===== config.mk =====
export PLATFORM = sky130hd
export DESIGN_NAME = wrr_arbiter
export DESIGN_NICKNAME = d
export VERILOG_FILES = /design/src/rtl/wrr_arbiter_pkg.sv /design/src/rtl/wrr_arbiter_rr_pick.sv /design/src/rtl/wrr_arbiter.sv
export SDC_FILE = /design/constraint.sdc
export NUM_CORES = 1
export LEC_CHECK = 0
export CORE_MARGIN = 5
export CORE_UTILIZATION = 40
export DETAILED_ROUTE_END_ITERATION = 6
export PLACE_DENSITY = 0.73
export SLEW_MARGIN = 20
export SYNTH_ARGS = -nofsm -noshare
export SYNTH_HDL_FRONTEND = slang
export SYNTH_SLANG_ARGS = --single-unit

===== constraint.sdc =====
create_clock -name clk -period 2.6 [get_ports clk]
set_input_delay 0.78 -clock clk [delete_from_list [all_inputs] [get_ports clk]]
set_output_delay 0.78 -clock clk [all_outputs]
set_load 0.01 [all_outputs]

===== src/rtl/wrr_arbiter_pkg.sv =====
// wrr_arbiter_pkg: definitions shared by the weighted round-robin arbiter
// and its round-robin pick helper.
//   state_t  : arbiter FSM state encoding (idle / granting)
//   wrr_iw() : grant-index width for a given requester count
package wrr_arbiter_pkg;

    typedef enum logic {
        ST_IDLE  = 1'b0,
        ST_GRANT = 1'b1
    } state_t;

    // Index width for n requesters; a single requester still needs one bit.
    function automatic int wrr_iw(input int n);
        return (n > 1) ? $clog2(n) : 1;
    endfunction

endpackage


===== src/rtl/wrr_arbiter_rr_pick.sv =====
// rr_pick: combinational round-robin selector.
// Finds the first set bit of req, starting at ptr and wrapping modulo N.
//   req    [N]  : request vector
//   ptr    [IW] : highest-priority index for this search (must be < N)
//   found       : any request present
//   idx    [IW] : index of the selected requester (0 when !found)
//   onehot [N]  : one-hot form of idx (all zero when !found)
module rr_pick #(
    parameter int N  = 4,
    parameter int IW = 2
) (
    input  logic [N-1:0]  req,
    input  logic [IW-1:0] ptr,
    output logic          found,
    output logic [IW-1:0] idx,
    output logic [N-1:0]  onehot
);

    logic [N-1:0]   w_mask;
    logic [2*N-1:0] w_dbl;

    // The low copy keeps only bits at or above ptr; the high copy holds the
    // full vector, so the lowest set bit of the concatenation is the first
    // requester at or after ptr in wrap-around order.
    always_comb begin
        w_mask = '0;
        for (int unsigned i = 0; i < N; i++) begin
            w_mask[i] = (i >= 32'(ptr));
        end
        w_dbl = {req, req & w_mask};
    end

    always_comb begin
        int unsigned v_pos;
        v_pos = 0;
        found = |req;
        for (int unsigned j = 2 * N; j > 0; j--) begin
            if (w_dbl[j-1]) begin
                v_pos = j - 1;
            end
        end
        if (v_pos >= N) begin
            v_pos = v_pos - N;
        end
        idx    = IW'(v_pos);
        onehot = found ? (N'(1) << v_pos) : '0;
    end

endmodule


===== src/rtl/wrr_arbiter.sv =====
// wrr_arbiter: weighted round-robin arbiter with registered outputs.
// Each winner may hold the grant for up to its programmed weight of
// consecutive cycles (weight 0 behaves as 1) before priority rotates.
//   clk     : rising-edge clock
//   rst     : asynchronous active-high reset
//   req     [N]    : request vector, bit i = requester i
//   weight  [N*WW] : per-requester weights, [i*WW +: WW] = requester i
//   gnt     [N]    : one-hot grant
//   gnt_vld        : any grant active
//   gnt_id  [IW]   : index of granted requester
//   last           : final cycle of the current hold
module wrr_arbiter
    import wrr_arbiter_pkg::*;
#(
    parameter  int N  = 4,
    parameter  int WW = 4,
    localparam int IW = wrr_iw(N)
) (
    input  logic            clk,
    input  logic            rst,
    input  logic [N-1:0]    req,
    input  logic [N*WW-1:0] weight,
    output logic [N-1:0]    gnt,
    output logic            gnt_vld,
    output logic [IW-1:0]   gnt_id,
    output logic            last
);

    state_t        r_state;
    logic [IW-1:0] r_ptr;
    logic [WW-1:0] r_credit;
    logic [N-1:0]  r_gnt;
    logic          r_gnt_vld;
    logic [IW-1:0] r_gnt_id;
    logic          r_last;

    logic [IW-1:0] w_next_ptr;
    logic [IW-1:0] w_pick_ptr;
    logic          w_found;
    logic [IW-1:0] w_idx;
    logic [N-1:0]  w_onehot;
    logic [WW-1:0] w_new_w;
    logic [WW-1:0] w_fresh_credit;
    logic          w_fresh_last;
    logic          w_hold;

    // Priority pointer after releasing the current owner.
    assign w_next_ptr = (r_gnt_id == IW'(N - 1)) ? '0 : r_gnt_id + IW'(1);

    // On release the search starts past the old owner in the same edge,
    // so handover needs no idle bubble.
    assign w_pick_ptr = (r_state == ST_GRANT) ? w_next_ptr : r_ptr;

    rr_pick #(
        .N  (N),
        .IW (IW)
    ) u_pick (
        .req    (req),
        .ptr    (w_pick_ptr),
        .found  (w_found),
        .idx    (w_idx),
        .onehot (w_onehot)
    );

    assign w_new_w        = weight[32'(w_idx) * WW +: WW];
    assign w_fresh_credit = (w_new_w == '0) ? '0 : w_new_w - WW'(1);
    assign w_fresh_last   = (w_new_w <= WW'(1));
    assign w_hold         = req[r_gnt_id] && (r_credit != '0);

    always_ff @(posedge clk or posedge rst) begin
        if (rst) begin
            r_state   <= ST_IDLE;
            r_ptr     <= '0;
            r_credit  <= '0;
            r_gnt     <= '0;
            r_gnt_vld <= 1'b0;
            r_gnt_id  <= '0;
            r_last    <= 1'b0;
        end else begin
            case (r_state)
                ST_IDLE: begin
                    if (w_found) begin
                        r_state   <= ST_GRANT;
                        r_gnt     <= w_onehot;
                        r_gnt_vld <= 1'b1;
                        r_gnt_id  <= w_idx;
                        r_credit  <= w_fresh_credit;
                        r_last    <= w_fresh_last;
                    end
                end
                ST_GRANT: begin
                    if (w_hold) begin
                        r_credit <= r_credit - WW'(1);
                        r_last   <= (r_credit == WW'(1));
                    end else begin
                        // Remaining credit is discarded on release.
                        r_ptr <= w_next_ptr;
                        if (w_found) begin
                            r_gnt     <= w_onehot;
                            r_gnt_vld <= 1'b1;
                            r_gnt_id  <= w_idx;
                            r_credit  <= w_fresh_credit;
                            r_last    <= w_fresh_last;
                        end else begin
                            r_state   <= ST_IDLE;
                            r_gnt     <= '0;
                            r_gnt_vld <= 1'b0;
                            r_gnt_id  <= '0;
                            r_credit  <= '0;
                            r_last    <= 1'b0;
                        end
                    end
                end
                default: r_state <= ST_IDLE;
            endcase
        end
    end

    assign gnt     = r_gnt;
    assign gnt_vld = r_gnt_vld;
    assign gnt_id  = r_gnt_id;
    assign last    = r_last;

endmodule


==> impl_results.md <==
- Run status: finished clean
- Fraction of final layout cells sized beyond drive strength 1: 32.37%
- Leakage power figure: 0.7768 nW
- Post-route ant nets: 0
- Category of the most critical setup path: reg -> reg
- Skew-Pair Late Insertion Delay: 0.28 ns
- Number of cells produced by synthesis: 112
- Die outline width: 62.74 um
- Via-per-instance ratio: 5.672
- I/O pin cnt: 30
- TritonCTS clock tree: done
- Least-Margin Pin Slew: 0.5926 ns
- Clock share of power: 6.9%
- Total area of multi-input combinational cells: 724.4 um^2
- Hold slack final: 0.5205 ns
- Root buffer cell: clkbuf_4
- Kind of start point of the critical path: register
- Count of cell types in the netlist: 50
- Total congestion overflow: 0
- Cell count after placement: 196
- Chip Height: 62.74 um
- Core Footprint: 2710 um^2
- Number of enable flip-flop cells after synthesis: 0
- Non-filler instance count after layout: 204
- Number of maximum-capacitance constraint violations: 0
- Post-Syn Area per Cell: 9.931 um^2
- Total Power Consumption: 2.042 mW
- CTS Buf Count: 3
- Layout overhead on the synthesized area: 55.34%
- Buffers on Ports: 29
- Reg-to-reg setup timing slack: 0.14 ns
- Number of diodes: 0
- Class of the tightest hold or removal check: reg -> reg
- Clock period minus final worst setup slack: 2.460 ns
- Final number of hold-violating endpoints: 0
- Aggregate global-route resource usage: 17.25%
- Last weighted congestion value of the routability-driven placer: 0.8735
- Sequential cell area: 375.4 um^2
- Worst path required time: 2.78 ns
- Synth Cell Area: 1112 um^2
- Dpl hpwl: 2643 um
- First DRT Iteration DRCs: 33
- Number of pins with negative max-slew slack in the final report: 0
- Share of async-settable or async-resettable flops after synthesis: 100.0%
- Synthesized flop and latch total: 15
- Fraction of power spent switching nets: 41.15%
- Row count: 19
- Clock buffer depth: 2
- Largest net degree at the start of global routing: 16
- Sequential power share: 20.6%
- Final-report setup violation count: 0
- Crit Reg-Reg Startpoint: gnt_id[1]
- Clock transition at path regs: 0.10 ns
- Total die area: 3936 um^2
- Total number of clock tree sinks: 15
- YS warnings: 0
- Filler Cell Count: 226
- Count of nets after finishing: 199
- Fmax: 0.4065 GHz
- Skew final: 0.002298 ns
- Max-Slew Margin vs Limit: 60.45%
- Hold Path End: gnt[0]
- Number of cell instances on the worst register-to-register path: 10
- Per-cell routed wire length: 16.27 um
- Critical path data arrival time: 2.64 ns
- Post-detailed-routing wire length: 3320 um
- P per Cell Area: 1182 nW/um^2
- Effective utilization at floorplan: 41.04%
- Antenna violations before repair: 0
- Startpoint of the tightest hold check path: gnt[0]
- Number of nets in the synthesized netlist: 137
- Worst IR drop on VDD: 0.7086 mV
- Kind of end point of the critical path: register
- Clock H-tree levels: 1
- Via count of the first global-routing pass: 1193
- Largest fanout on the critical path: 6
- Number of instances on the worst hold path: 1
- Flip-flop cell with the highest count after synthesis: dfrtp_1
- Critical register-to-register path endpoint: r_credit[3]
- Proportion of power drawn by combinational gates: 72.5%
- Crit share post-route: 94.61%
- Number of detailed-routing iterations run before antenna repair: 4
- Switching power: 840.3 uW
- Internal cell power: 1.202 mW
- Wire length of the first global-routing pass: 5609 um
- Vias: 1157
- Sequential share of the synthesized area: 33.75%
- Post-detailed-route DRC marker count: 0
## per-layer routing
metal / part of all wire (%) / up-vias / GRT usage, %
met3: 4.0 / 2 / 2.338
li1: - / 562 / -
met2: 54 / 35 / 30.31
met4: 0.66 / 0 / 6.366
met5: 0 / - / 0
met1: 42 / 558 / 21.17
## repair_timing
action / 4_1_cts / 5_1_grt
pin swaps: 2 / 3
setup buffers: 2 / 2
hold buffers: 0 / 0
endpoints found under the hold margin: 0 / 0
cloned: 0 / 0
setup endpoints to repair: 3 / 14
resized for setup: 3 / 8
## synth_stat cells (2+ instances only)
cell type | number | area (um^2)
a221o_1 | 2 | 20.02
dfrtp_1 | 15 | 375.4
nand3b_1 | 2 | 15.01
a21oi_1 | 8 | 40.04
a221oi_2 | 3 | 45.04
nand3_2 | 2 | 20.02
nor3_1 | 2 | 10.01
o211ai_1 | 3 | 22.52
a22oi_1 | 2 | 15.01
o21ai_1 | 2 | 10.01
o21ai_0 | 5 | 25.02
nand2_1 | 5 | 18.77
nor2_1 | 9 | 33.78
mux2_2 | 2 | 22.52
nand3_1 | 2 | 10.01
buf_2 | 2 | 10.01
inv_1 | 4 | 15.01
ha_1 | 3 | 37.54
o211a_1 | 2 | 20.02
a22o_1 | 7 | 61.31
## through the flow
step	TNS (ns)	cell area (um^2)	util, %	setup slack (ns)
2_1_floorplan	0	1112	-	0.1533
3_3_place_gp	-2.692	1629	60.11	-0.2858
3_5_place_dp	-3.559	1629	60.11	-0.3596
4_1_cts	0	1674	61.77	0.01091
5_1_grt	-0.01234	1728	63.76	-0.01234
6_report	0	1728	63.76	0.1400
## critical path, cell delays in order (launching register included)
cell	delay (ns)
dfrtp_1	0.42
ha_4	0.29
and3b_1	0.19
o21ai_2	0.18
buf_4	0.17
o31ai_2	0.06
buf_4	0.17
a221oi_4	0.32
buf_6	0.16
a311oi_1	0.10
a221o_1	0.29
## placed cells by master, fill, tap and decap left out, types with 3 or more instances in the layout
| master | Yosys | routed |
|---|---|---|
| nor2_1 | 9 | 9 |
| clkdlybuf4s50_1 | 0 | 25 |
| a22o_1 | 7 | 7 |
| o211ai_1 | 3 | 3 |
| nand2_1 | 5 | 5 |
| a21oi_1 | 8 | 8 |
| buf_4 | 0 | 32 |
| clkbuf_4 | 0 | 3 |
| inv_1 | 4 | 4 |
| o21ai_1 | 2 | 4 |
| o21ai_0 | 5 | 3 |
| dfrtp_1 | 15 | 15 |
## power by group through the flow
stage	Clock [mW]	Combinational, mW	Sequential, mW
3_5_place_dp	0	1.35	0.415
2_1_floorplan	0	0.786	0.430
6_report	0.141	1.48	0.420
3_3_place_gp	0	1.30	0.410
5_1_grt	0.151	1.61	0.435
4_1_cts	0.140	1.38	0.413
## cells by family (layout without fill, tap and decap cells)
group                      count (synthesis)  after routing  share of synthesized area (%)
muxes                                      4              4                          4.949
xor gates and xnor gates                   2              2                          1.575
buffers and inverters                     10             71                          4.385
AOI/OAI and AO/OA                         45             45                          33.97
adders and majority gates                  3              3                          3.375
and+or+nand+nor                           33             33                          18.00
DFF                                       15             15                          33.75
## registers in the layout (all words and copies together), names as in the netlist
name,count
gnt,4
gnt_id,2
gnt_vld,1
last,1
r_credit,4
r_ptr,2
r_state,1
## how the worst max path moves through the flow
stage                  endpoint  cells past startpoint  startpoint  slack [ns]
floorplan                gnt[3]                      8      req[3]        0.15
global placement           last                      9      req[0]       -0.29
detailed placement         last                      9      req[2]       -0.36
CTS                 r_credit[0]                      9      req[1]        0.01
global route        r_credit[0]                     10   gnt_id[1]       -0.01
finish              r_credit[3]                     10   gnt_id[1]        0.14
## final cells by class
type	count	share of cell area, %
multi-input combinational	87	41.93
timing repair buffer	62	31.50
sequential	15	21.72
tap	31	2.245
clock buffer	4	1.521
inverter	5	1.086
No activity file was read; power rests on OpenSTA's default activity.
